[src/rtl/key_cmd_decoder.sv]
// key_cmd_decoder
//   Turns PS/2 set-2 scancode bytes into simulator control: decimal file-id
//   entry, run/pause/clear/step command pulses and a speed level.
// Ports:
//   clk_in, reset          clock (rising edge), async active-high reset
//   scancode[7:0]          byte from keyboard receiver
//   scancode_valid         one-cycle qualifier for scancode
//   start/pause/clear/step one-hot command pulses, PULSE_CYCLES long
//   running                simulation-running flag
//   file_id                committed file number
//   pending_id             digits typed but not yet committed
//   digit_count            number of digits in pending_id
//   speed                  speed level
module key_cmd_decoder #(
  parameter int ID_WIDTH     = 16,
  parameter int MAX_DIGITS   = 3,
  parameter int PULSE_CYCLES = 65536,
  parameter int SPEED_W      = 3
) (
  input  logic                            clk_in,
  input  logic                            reset,
  input  logic [7:0]                      scancode,
  input  logic                            scancode_valid,
  output logic                            start,
  output logic                            pause,
  output logic                            clear,
  output logic                            step,
  output logic                            running,
  output logic [ID_WIDTH-1:0]             file_id,
  output logic [ID_WIDTH-1:0]             pending_id,
  output logic [$clog2(MAX_DIGITS+1)-1:0] digit_count,
  output logic [SPEED_W-1:0]              speed
);
  localparam int DC_W   = $clog2(MAX_DIGITS+1);
  localparam int CNT_W  = $clog2(PULSE_CYCLES+1);
  localparam int PROD_W = ID_WIDTH + 4;  // room for pending*10+9
  localparam logic [SPEED_W-1:0] SPEED_RST = SPEED_W'(1) << (SPEED_W-1);

  typedef enum logic [1:0] {S_IDLE, S_BRK, S_EXT, S_EXT_BRK} pfx_e;

  pfx_e                state_q, state_d;
  logic [3:0]          pulse_q, pulse_d;   // {step, clear, pause, start}
  logic [CNT_W-1:0]    cnt_q, cnt_d;
  logic                running_q, running_d;
  logic [ID_WIDTH-1:0] file_q, file_d;
  logic [ID_WIDTH-1:0] pend_q, pend_d;
  logic [DC_W-1:0]     dcnt_q, dcnt_d;
  logic [SPEED_W-1:0]  speed_q, speed_d;

  logic              make_vld, make_ext;
  logic              dig_vld;
  logic [3:0]        dig_val;
  logic [PROD_W-1:0] dig_next;
  logic [3:0]        cmd;

  // Prefix tracking: only the byte completing a make sequence is decoded.
  always_comb begin
    state_d  = state_q;
    make_vld = 1'b0;
    make_ext = 1'b0;
    if (scancode_valid) begin
      case (state_q)
        S_IDLE: begin
          if (scancode == 8'hF0)      state_d = S_BRK;
          else if (scancode == 8'hE0) state_d = S_EXT;
          else                        make_vld = 1'b1;
        end
        S_EXT: begin
          if (scancode == 8'hF0) state_d = S_EXT_BRK;
          else begin
            make_vld = 1'b1;
            make_ext = 1'b1;
            state_d  = S_IDLE;
          end
        end
        default: state_d = S_IDLE;  // release byte dropped
      endcase
    end
  end

  always_comb begin
    dig_vld = 1'b1;
    dig_val = 4'd0;
    case (scancode)
      8'h45: dig_val = 4'd0;
      8'h16: dig_val = 4'd1;
      8'h1E: dig_val = 4'd2;
      8'h26: dig_val = 4'd3;
      8'h25: dig_val = 4'd4;
      8'h2E: dig_val = 4'd5;
      8'h36: dig_val = 4'd6;
      8'h3D: dig_val = 4'd7;
      8'h3E: dig_val = 4'd8;
      8'h46: dig_val = 4'd9;
      default: dig_vld = 1'b0;
    endcase
  end

  assign dig_next = {4'd0, pend_q} * PROD_W'(10) + PROD_W'(dig_val);

  always_comb begin
    running_d = running_q;
    file_d    = file_q;
    pend_d    = pend_q;
    dcnt_d    = dcnt_q;
    speed_d   = speed_q;
    cmd       = 4'b0000;
    if (make_vld && make_ext) begin
      if (scancode == 8'h75 && speed_q != '1) speed_d = speed_q + 1'b1;
      if (scancode == 8'h72 && speed_q != '0) speed_d = speed_q - 1'b1;
    end else if (make_vld) begin
      if (dig_vld) begin
        // Digit dropped when entry is full or the value would not fit.
        if (dcnt_q != DC_W'(MAX_DIGITS) && dig_next[PROD_W-1:ID_WIDTH] == '0) begin
          pend_d = dig_next[ID_WIDTH-1:0];
          dcnt_d = dcnt_q + 1'b1;
        end
      end else begin
        case (scancode)
          8'h66: if (dcnt_q != '0) begin
            pend_d = pend_q / ID_WIDTH'(10);
            dcnt_d = dcnt_q - 1'b1;
          end
          8'h76: begin
            pend_d = '0;
            dcnt_d = '0;
          end
          8'h5A: if (!running_q) begin
            if (dcnt_q != '0) file_d = pend_q;
            pend_d    = '0;
            dcnt_d    = '0;
            running_d = 1'b1;
            cmd       = 4'b0001;
          end
          8'h4D: if (running_q) begin
            running_d = 1'b0;
            cmd       = 4'b0010;
          end
          8'h2D: begin
            running_d = 1'b0;
            pend_d    = '0;
            dcnt_d    = '0;
            cmd       = 4'b0100;
          end
          8'h1B: if (!running_q) cmd = 4'b1000;
          default: ;
        endcase
      end
    end
  end

  // Pulse stays high for cnt 0..PULSE_CYCLES-1; a new command restarts it.
  always_comb begin
    pulse_d = pulse_q;
    cnt_d   = cnt_q;
    if (pulse_q != '0) begin
      if (cnt_q == CNT_W'(PULSE_CYCLES-1)) begin
        pulse_d = '0;
        cnt_d   = '0;
      end else begin
        cnt_d = cnt_q + 1'b1;
      end
    end
    if (cmd != '0) begin
      pulse_d = cmd;
      cnt_d   = '0;
    end
  end

  always_ff @(posedge clk_in or posedge reset) begin
    if (reset) begin
      state_q   <= S_IDLE;
      pulse_q   <= '0;
      cnt_q     <= '0;
      running_q <= 1'b0;
      file_q    <= '0;
      pend_q    <= '0;
      dcnt_q    <= '0;
      speed_q   <= SPEED_RST;
    end else begin
      state_q   <= state_d;
      pulse_q   <= pulse_d;
      cnt_q     <= cnt_d;
      running_q <= running_d;
      file_q    <= file_d;
      pend_q    <= pend_d;
      dcnt_q    <= dcnt_d;
      speed_q   <= speed_d;
    end
  end

  assign start       = pulse_q[0];
  assign pause       = pulse_q[1];
  assign clear       = pulse_q[2];
  assign step        = pulse_q[3];
  assign running     = running_q;
  assign file_id     = file_q;
  assign pending_id  = pend_q;
  assign digit_count = dcnt_q;
  assign speed       = speed_q;
endmodule

[config.mk]
export PLATFORM = sky130hd
export DESIGN_NAME = key_cmd_decoder
export DESIGN_NICKNAME = d
export VERILOG_FILES = /design/src/rtl/key_cmd_decoder.sv
export SDC_FILE = /design/constraint.sdc
export NUM_CORES = 1
export LEC_CHECK = 0
export CAP_MARGIN = 20
export CORE_UTILIZATION = 50
export DETAILED_ROUTE_END_ITERATION = 7
export PLACE_DENSITY = 0.71
export SLEW_MARGIN = 10
export SYNTH_ARGS = -nofsm -noshare
export SYNTH_HDL_FRONTEND = slang
export SYNTH_SLANG_ARGS = --single-unit
[constraint.sdc]
create_clock -name clk_in -period 10 [get_ports clk_in]
set_input_delay 1.5 -clock clk_in [delete_from_list [all_inputs] [get_ports clk_in]]
set_output_delay 1.5 -clock clk_in [all_outputs]
set_load 0.01 [all_outputs]
After elaboration in Yosys (flattened, before gate mapping) --
Cells that the tools add are included.
Storage, ports and cells: register bits 61, input bits 11, word-level logic and storage cells 110
Cells by class: add/subtract/negate cells 6, mux-type cells 39, divide/modulo/power cells 1, bitwise operators 3, reduce and logical (&&, ||, !) cells 24, multiply operators 1, equal/unequal tests 28
Operators with widths (count):
- == test 8 x 7 -> 1 bit (second input constant) | 8
- two-way mux 16 bit | 4
- == test 8 x 6 -> 1 bit (second input constant) | 7
- two-way mux 17 bit | 3
- one-hot mux 16 bit (3 select lines) | 1
- one-hot mux 4 bit (9 select lines) | 1
- two-way mux 4 bit | 7
- == test 8 x 5 -> 1 bit (second input constant) | 3
- adder 20 x 4 -> 20 bit | 1
- multiplier 16 x 3 -> 19 bit (second input constant) | 1
- adder 17 x 1 -> 17 bit (second input constant) | 1
- == test 17 x 16 -> 1 bit (second input constant) | 1
- divider 16 x 4 -> 16 bit (second input constant) | 1
- == test 8 bit (second input constant) | 2
- two-way mux 2 bit | 8
- one-hot mux 4 bit (4 select lines) | 1
- != test 3 bit (second input constant) | 4
- AND reduction 6 bit | 2
- nonzero test 4 bit | 3
- nonzero test 2 bit | 5
- OR reduction 10 bit | 1
- two-way mux 1 bit | 8
- two-way mux 3 bit | 2
- one-hot mux 2 bit (3 select lines) | 1
- 17 further kinds | 26

Logic depth before layout (Yosys ltp) --
Gate-level depths: netlist of the first run.
depth in word-level cells 10, depth in mapped cells 21, gate-level depth less buffers 20

Least setup slack after synthesis of the first run --
Ideal clock, no wire load.
path kind in2reg, start point input port scancode[5], end point register pend_q[2] (netlist: pending_id[2]), cell stages on the path 19, path slack 5.401 ns, library setup time 0.077 ns, required time 9.923 ns, arrival 4.522 ns, cells stage by stage clkbuf_1 nor2_1 a21oi_1 o32a_1 nor3_1 ha_1 fa_1 a21o_1 nand2_1 nor3b_1 and3_1 and3_1 nand3_1 o21ai_0 o31ai_1 a21o_1 clkbuf_1 nor2_1 a21oi_1
Between the ends: cells in the longest elaborated chain, start to end 8, elaborated cells on any way between the ends 40, those cells by class add/sub (1); eq/ne (19); mux (12); bitwise (1); reduce/logical (7)
Ends and longest elaborated chain:
- start, declared | RTL line 22 | input logic [7:0] scancode,
- parallel branches: the longest is 8 deep, another holds adder 20 x 4 -> 20 bit
- end signal, assigned | RTL line 186 | pend_q <= pend_d;
- end, declared | RTL line 46 | logic [ID_WIDTH-1:0] pend_q, pend_d;
Several ways; the timed one is not identified. The select of a mux whose other input is x is not followed. A chain may end at the register's enable or synchronous reset.

Final worst setup path of the first run --
start point register pend_q[13] (netlist: pending_id[13]), end point register pend_q[0] (netlist: pending_id[0])
Between the ends: cells in the longest elaborated chain, start to end 6, elaborated cells on any way between the ends 10, those cells by class add/sub (1); mul (1); div (1); eq/ne (1); mux (3); reduce/logical (3)
Ends and longest elaborated chain:
- parallel branches: the longest is 6 deep, another holds divider 16 x 4 -> 16 bit
Several ways; the timed one is not identified. The select of a mux whose other input is x is not followed.

==> impl_metrics.env, run 1 <==
export IMPL_dieArea_um2=12200
export IMPL_power_leakage_uw=0.00285
export IMPL_syn_nets=764
export IMPL_fp_dieH_um=110
export IMPL_cts_tree="built"
export IMPL_clock_path_buffers=2
export IMPL_antenna_found_initial=0
export IMPL_met3_usage_pct=5.71
export IMPL_reg2reg_from="pending_id[13]"
export IMPL_hold_start="pulse_q[0]"
export IMPL_endpoint_kind="flip-flop"
export IMPL_n_antenna_cell=0
export IMPL_finalSetupViolCount=0
export IMPL_coreArea_um2=11400
export IMPL_port_buffers=52
export IMPL_drc=0
export IMPL_tightest_slew_ns=0.982
export IMPL_syn_area_um2=5880
export IMPL_yosysSeqAreaShare_pct=26.0
export IMPL_synthToLayoutAreaGrowth_pct=14.4
export IMPL_antenna_left=0
export IMPL_vias=5681
export IMPL_drt_first_pass_iters=4
export IMPL_drive_gt1_share_pct=8.84
export IMPL_holdPathStages=2
export IMPL_power_total_uw=2740
export IMPL_path_cells="nor2b_1 > o22ai_1 > o31ai_2 > and2_1 > o32a_1 > o2111ai_1 > nand2_1 > nor4bb_2 > a211oi_4 > mux2i_2 > nand2b_1 > nor2_1 > nand3b_1 > o21ai_1 > a211oi_1 > o31ai_2"
export IMPL_drv_cap=0
export IMPL_crit_top_cell="o31ai_2"
export IMPL_critPathRequiredTime_ns=10.21
export IMPL_crit_slowest_cell="dfrtp_1"
export IMPL_place_ws_ns=4.05
export IMPL_viasPerCell=6.38
export IMPL_drv_slew=0
export IMPL_grt_use_total_pct=26.0
export IMPL_fin_tns_setup_ns=0
export IMPL_synthDistinctLibCells=82
export IMPL_critPathLaunchType="flip-flop"
export IMPL_start_util_pct=51.5
export IMPL_cts_buffers_inserted=9
export IMPL_totalWireLength_mm=15.4
export IMPL_ys_flop_type="dfrtp_1"
export IMPL_maxSlewHeadroom_pct=34.0
export IMPL_top_usage_layer="met2"
export IMPL_mostFrequentLayoutCells="66 x nand2_1, 60 x dfrtp_1, 52 x clkdlybuf4s50_1, 50 x nor2_1, 42 x o21ai_0"
export IMPL_cts_root_buf="clkbuf_16"
export IMPL_use_met1_pct=33.4
export IMPL_hold_path_class="reg2reg"
export IMPL_clock_latency_ns=0.34
export IMPL_crit_type="reg2reg"
export IMPL_postCtsSetupBuffers=0
export IMPL_io_pins=53
export IMPL_dp_cells=873
export IMPL_layout_commonest_cell="nand2_1"
export IMPL_synth_warnings=0
export IMPL_drt_initial_drc_count=372
export IMPL_fmax_ghz=0.175
export IMPL_rr_worst_depth=16
export IMPL_htreeDepth=3
export IMPL_clkTransAtPathRegs_ns=0.06
export IMPL_holdPathEnd="pulse_q[0]"
export IMPL_grt_use_met2_pct=42.4
export IMPL_instances_no_fill=890
export IMPL_synth_seq_cells=61
export IMPL_cts_sinks=61
export IMPL_avgSynthCellArea_um2=8.21
export IMPL_gr_total_overflow=0
export IMPL_hold_viol_final=0
export IMPL_status="complete, no violations"
export IMPL_dieWidth_um=110
export IMPL_grt_max_degree=62
export IMPL_synth_cells=716
export IMPL_crit_fanout=22
export IMPL_critical_path_max_stage_delay_ns=0.80
export IMPL_cp_arrival_ns=5.92
export IMPL_finalCritPeriodShare_pct=57.0
export IMPL_grt_pass1_vias=5488
export IMPL_nets=790
export IMPL_num_rows=39
export IMPL_dp_hpwl_mm=10.8
export IMPL_synthArstFlopShare_pct=100
export IMPL_wl_per_cell_um=17.3
export IMPL_post_route_util_pct=58.9
export IMPL_ctsResizeCount=0
export IMPL_max_vdd_ir_drop_mv=0.419
export IMPL_p_per_area_nw_per_um2=407
export IMPL_fin_ws_ns=4.30
export IMPL_routabilityCongestion=0.907
export IMPL_fin_skew_ns=0.00914
export IMPL_reg2reg_to="pending_id[0]"
export IMPL_rsz0062_at_grt="false"
export IMPL_grt_pass1_wl_mm=26.4
export IMPL_synth_edf_count=0
export IMPL_post_route_min_period_ns=5.70
export IMPL_postCtsHoldBufs=0
export IMPL_reg2reg_slack_ns=4.30
-- stage by stage --
stage | hold WS (ns) | cell area, µm²
after floorplan | 0.464 | 5880
after global placement | 0.488 | 6420
after detailed placement | 0.490 | 6420
after CTS | 0.502 | 6720
after global routing | 0.519 | 6730
final | 0.501 | 6730
-- Yosys cell counts, drive strengths merged (5+ instances only) --
cell type	instances	share of area, %
nand2	66	4.2
dfrtp	60	26
nor2	51	3.3
o21ai	47	4.0
a21oi	39	3.3
ha	34	7.2
inv	32	2.0
nand3	29	2.5
clkbuf	28	1.8
xnor2	25	3.7
nor3	20	1.7
mux2	19	3.6
a211oi	18	2.9
xor2	16	2.4
nand2b	13	1.4
and2	12	1.3
buf	12	1.3
a21o	11	1.4
and3	11	1.2
o31ai	11	1.6
nor2b	9	0.96
o21a	9	1.1
or4	9	1.1
a31oi	7	0.74
o211ai	7	0.98
o221ai	7	1.0
or3	7	0.74
a21boi	6	0.77
mux2i	6	1.1
o211a	6	1.0
a211o	5	0.77
nand4	5	0.53
nor3b	5	0.64
-- worst max path at each step --
stage	cells past startpoint	to	slack, ns	start
after floorplan	19	pending_id[2]	5.40	scancode[5]
after global placement	17	digit_count[0]	4.26	scancode[5]
after detailed placement	13	pending_id[13]	4.05	scancode[4]
after CTS	16	pending_id[0]	4.40	pending_id[13]
after global routing	16	pending_id[0]	3.88	pending_id[13]
final	16	pending_id[0]	4.30	pending_id[13]
-- logic make-up after synthesis --
group / after synthesis / share of synthesized area [%]
flip-flops: 61 / 26.0
multiplexers: 25 / 4.73
AND/OR/NAND/NOR: 259 / 22.5
XOR/XNOR: 41 / 6.11
adder cells (fa/ha/maj): 38 / 8.43
AO/OA/AOI/OAI: 218 / 26.9
buffers and inverters: 74 / 5.28
-- state kept, by name, summed over array words and instances (netlist names) --
signal and cells:
cnt_q 17, running 1, pending_id 16, state_q 2, file_id 16, speed 3, digit_count 2, pulse_q 4
-- power breakdown --
| group | switching (µW) | total, µW | internal [µW] |
|---|---|---|---|
| Combinational | 1140 | 1980 | 837 |
| Sequential | 155 | 440 | 284 |
| Clock | 127 | 321 | 194 |
-- layout make-up --
cell class                 instances  area, µm²
clock buffer                       9        225
clock inverter                     7       73.8
fill                            1039       4690
inverter                          34        128
multi-input combinational        581       4050
sequential                        61       1530
tap                              143        179
timing repair buffer              55        541
-- critical path, delay by kind of cell, from the launching register on --
kind	cells	cell delay, ns
flip-flops	1	0.80
multiplexers	1	0.46
AND/OR/NAND/NOR	7	2.53
AO/OA/AOI/OAI	8	1.76
-- routing by layer --
| layer | up-vias | wire length, µm |
|---|---|---|
| met5 | - | 0 |
| met4 | 0 | 417 |
| met3 | 41 | 923 |
| met2 | 178 | 7280 |
| met1 | 2759 | 6780 |
| li1 | 2703 | - |
No activity file was read; power rests on OpenSTA's default activity.
==> inputs of run 2 (changes only) <==
- clock period: 10 -> 5.4 ns (I/O delays scaled with it)
==> run 2 against run 1 <==
Against the previous run: die area unchanged; cell count up 1.7%; fmax up 14%; highest routed layer unchanged.
==> impl_metrics.env, run 2 (synthesized netlist as in run 1, its figures left out) <==
export IMPL_port_buffers=52
export IMPL_crit_type="reg2reg"
export IMPL_finalSetupViolCount=0
export IMPL_cp_startpoint="pending_id[14]"
export IMPL_tightest_slew_ns=0.894
export IMPL_mostFrequentLayoutCells="66 x nand2_1, 59 x dfrtp_1, 52 x clkdlybuf4s50_1, 50 x nor2_1, 42 x o21ai_0"
export IMPL_max_vdd_ir_drop_mv=0.664
export IMPL_sw_frac_of_total_pct=50.6
export IMPL_reg2reg_from="pending_id[14]"
export IMPL_largest_reg_flops=17
export IMPL_hold_start="speed[2]"
export IMPL_fin_tns_setup_ns=0
export IMPL_totalWireLength_mm=15.4
export IMPL_path_cells="and2b_1 > a221oi_2 > o221a_2 > a211oi_1 > a31o_1 > a211o_2 > mux2i_1 > a211oi_1 > a211oi_4 > mux2i_2 > nand2b_1 > a41oi_2 > nand3b_1 > a31o_1 > a221oi_2 > a21oi_1"
export IMPL_clock_path_buffers=2
export IMPL_internal_power_uw=2540
export IMPL_clockPowerShare_pct=12.3
export IMPL_pwr_share_seq_pct=13.4
export IMPL_antenna_found_initial=0
export IMPL_coreArea_um2=11400
export IMPL_routabilityCongestion=0.878
export IMPL_start_util_pct=51.5
export IMPL_n_antenna_cell=0
export IMPL_wl_met3_um=775
export IMPL_wl_met1_mm=7.04
export IMPL_p_per_area_nw_per_um2=749
export IMPL_drt_initial_drc_count=350
export IMPL_cp_arrival_ns=5.21
export IMPL_critical_path_top_delay_family="compound AO/OA/AOI/OAI gates"
export IMPL_endpoint_kind="flip-flop"
export IMPL_wl_met2_mm=7.27
export IMPL_drv_cap=0
export IMPL_cts_buffers_inserted=9
export IMPL_grt_max_degree=62
export IMPL_grt_use_total_pct=25.8
export IMPL_htreeDepth=3
export IMPL_rsz0062_at_grt="false"
export IMPL_cts_tree="built"
export IMPL_finalCritPeriodShare_pct=92.6
export IMPL_crit_buf_inv=0
export IMPL_io_pins=53
export IMPL_grt_pass1_vias=5343
export IMPL_regMostFlops="cnt_q"
export IMPL_crit_slowest_cell="dfrtp_1"
export IMPL_cts_sinks=61
export IMPL_maxSlewHeadroom_pct=39.9
export IMPL_viasPerCell=6.15
export IMPL_fin_skew_ns=0.00596
export IMPL_cts_root_buf="clkbuf_16"
export IMPL_antenna_left=0
export IMPL_power_switching_uw=2600
export IMPL_critical_path_max_stage_delay_ns=0.63
export IMPL_fin_ws_ns=0.399
export IMPL_drt_first_pass_iters=5
export IMPL_grt_pass1_wl_mm=26.1
export IMPL_dieWidth_um=110
export IMPL_clkTransAtPathRegs_ns=0.06
export IMPL_dieArea_um2=12200
export IMPL_drive_gt1_share_pct=10.9
export IMPL_dp_hpwl_mm=10.8
export IMPL_num_rows=39
export IMPL_nets=805
export IMPL_post_route_min_period_ns=5.00
export IMPL_highest_layer="met4"
export IMPL_crit_fanout=17
export IMPL_drv_slew=0
export IMPL_postCtsSetupBuffers=0
export IMPL_critPathLaunchType="flip-flop"
export IMPL_layout_commonest_cell="nand2_1"
export IMPL_critPathRequiredTime_ns=5.61
export IMPL_hold_viol_final=0
export IMPL_status="complete, no violations"
export IMPL_clock_latency_ns=0.34
export IMPL_gr_total_overflow=0
export IMPL_fp_dieH_um=110
export IMPL_wl_per_cell_um=17.0
export IMPL_final_fill_count=1003
export IMPL_hold_path_class="reg2reg"
export IMPL_place_ws_ns=0.189
export IMPL_fmax_ghz=0.200
export IMPL_drc=0
export IMPL_combPwrFrac_pct=74.3
export IMPL_vias=5570
export IMPL_power_leakage_uw=0.00292
export IMPL_synthToLayoutAreaGrowth_pct=16.8
-- run 2: cell count changes in the layout (fill, tap and decap cells not counted), sizes merged --
cell      before  now
buf            3   18
bufinv         1    2
clkbuf         9   10
clkinv         5    3
clkinvlp       1    3
inv           34   32
-- run 2: timing repair --
action | CTS | global route
setup endpoints to repair | 0 | 14
gates resized for setup | 0 | 4
hold buffers | 0 | 0
-- run 2: cell type report --
class	instances	area [µm²]	area share (%)
clock buffers	10	229	3.34
clock inverters	6	87.6	1.28
inverters	34	128	1.86
multi-input cells	581	4060	59.1
flip-flops and latches	61	1530	22.3
well taps	143	179	2.61
repair buffers	70	656	9.55
-- run 2: worst register-to-register path, cell delays in order, from the launching register on --
cell,delay [ns]
dfrtp_1,0.63
and2b_1,0.34
a221oi_2,0.27
o221a_2,0.39
a211oi_1,0.10
a31o_1,0.25
a211o_2,0.41
mux2i_1,0.31
a211oi_1,0.15
a211oi_4,0.37
mux2i_2,0.50
nand2b_1,0.23
a41oi_2,0.27
nand3b_1,0.12
a31o_1,0.22
a221oi_2,0.25
a21oi_1,0.06
-- run 2: final timing paths --
path,to,slack [ns],cells after the start
setup / recovery,pending_id[1],0.40,16
hold / removal,speed[2],0.50,1
setup reg to reg,pending_id[1],0.40,16
hold reg to reg,speed[2],0.50,1
max in group asynchronous,pending_id[12],3.74,3
min in group asynchronous,cnt_q[2],1.04,3
-- run 2: power groups by stage --
stage / logic [µW] / registers, µW / clock network [µW]
2_1_floorplan: 2960 / 654 / 0
5_1_grt: 4230 / 703 / 659
3_5_place_dp: 3740 / 692 / 0
4_1_cts: 3780 / 684 / 643
3_3_place_gp: 3660 / 687 / 0
6_report: 3820 / 687 / 633
-- run 2: through the flow --
step	cells	total power, µW	hold slack, ns	area, µm²	utilization, %
finish	905	5140	0.504	6860	60.1
global route	905	5590	0.526	6860	60.1
CTS	905	5100	0.502	6860	60.1
detailed placement	889	4430	0.490	6540	57.3
global placement	889	4350	0.483	6540	57.3
floorplan	716	3610	0.464	5880	-
-- run 2: metal layers --
layer	vias to the layer above	global-route usage (%)
met5	-	0
met4	0	9.96
met3	25	3.29
met2	178	41.9
met1	2635	35.0
li1	2732	-
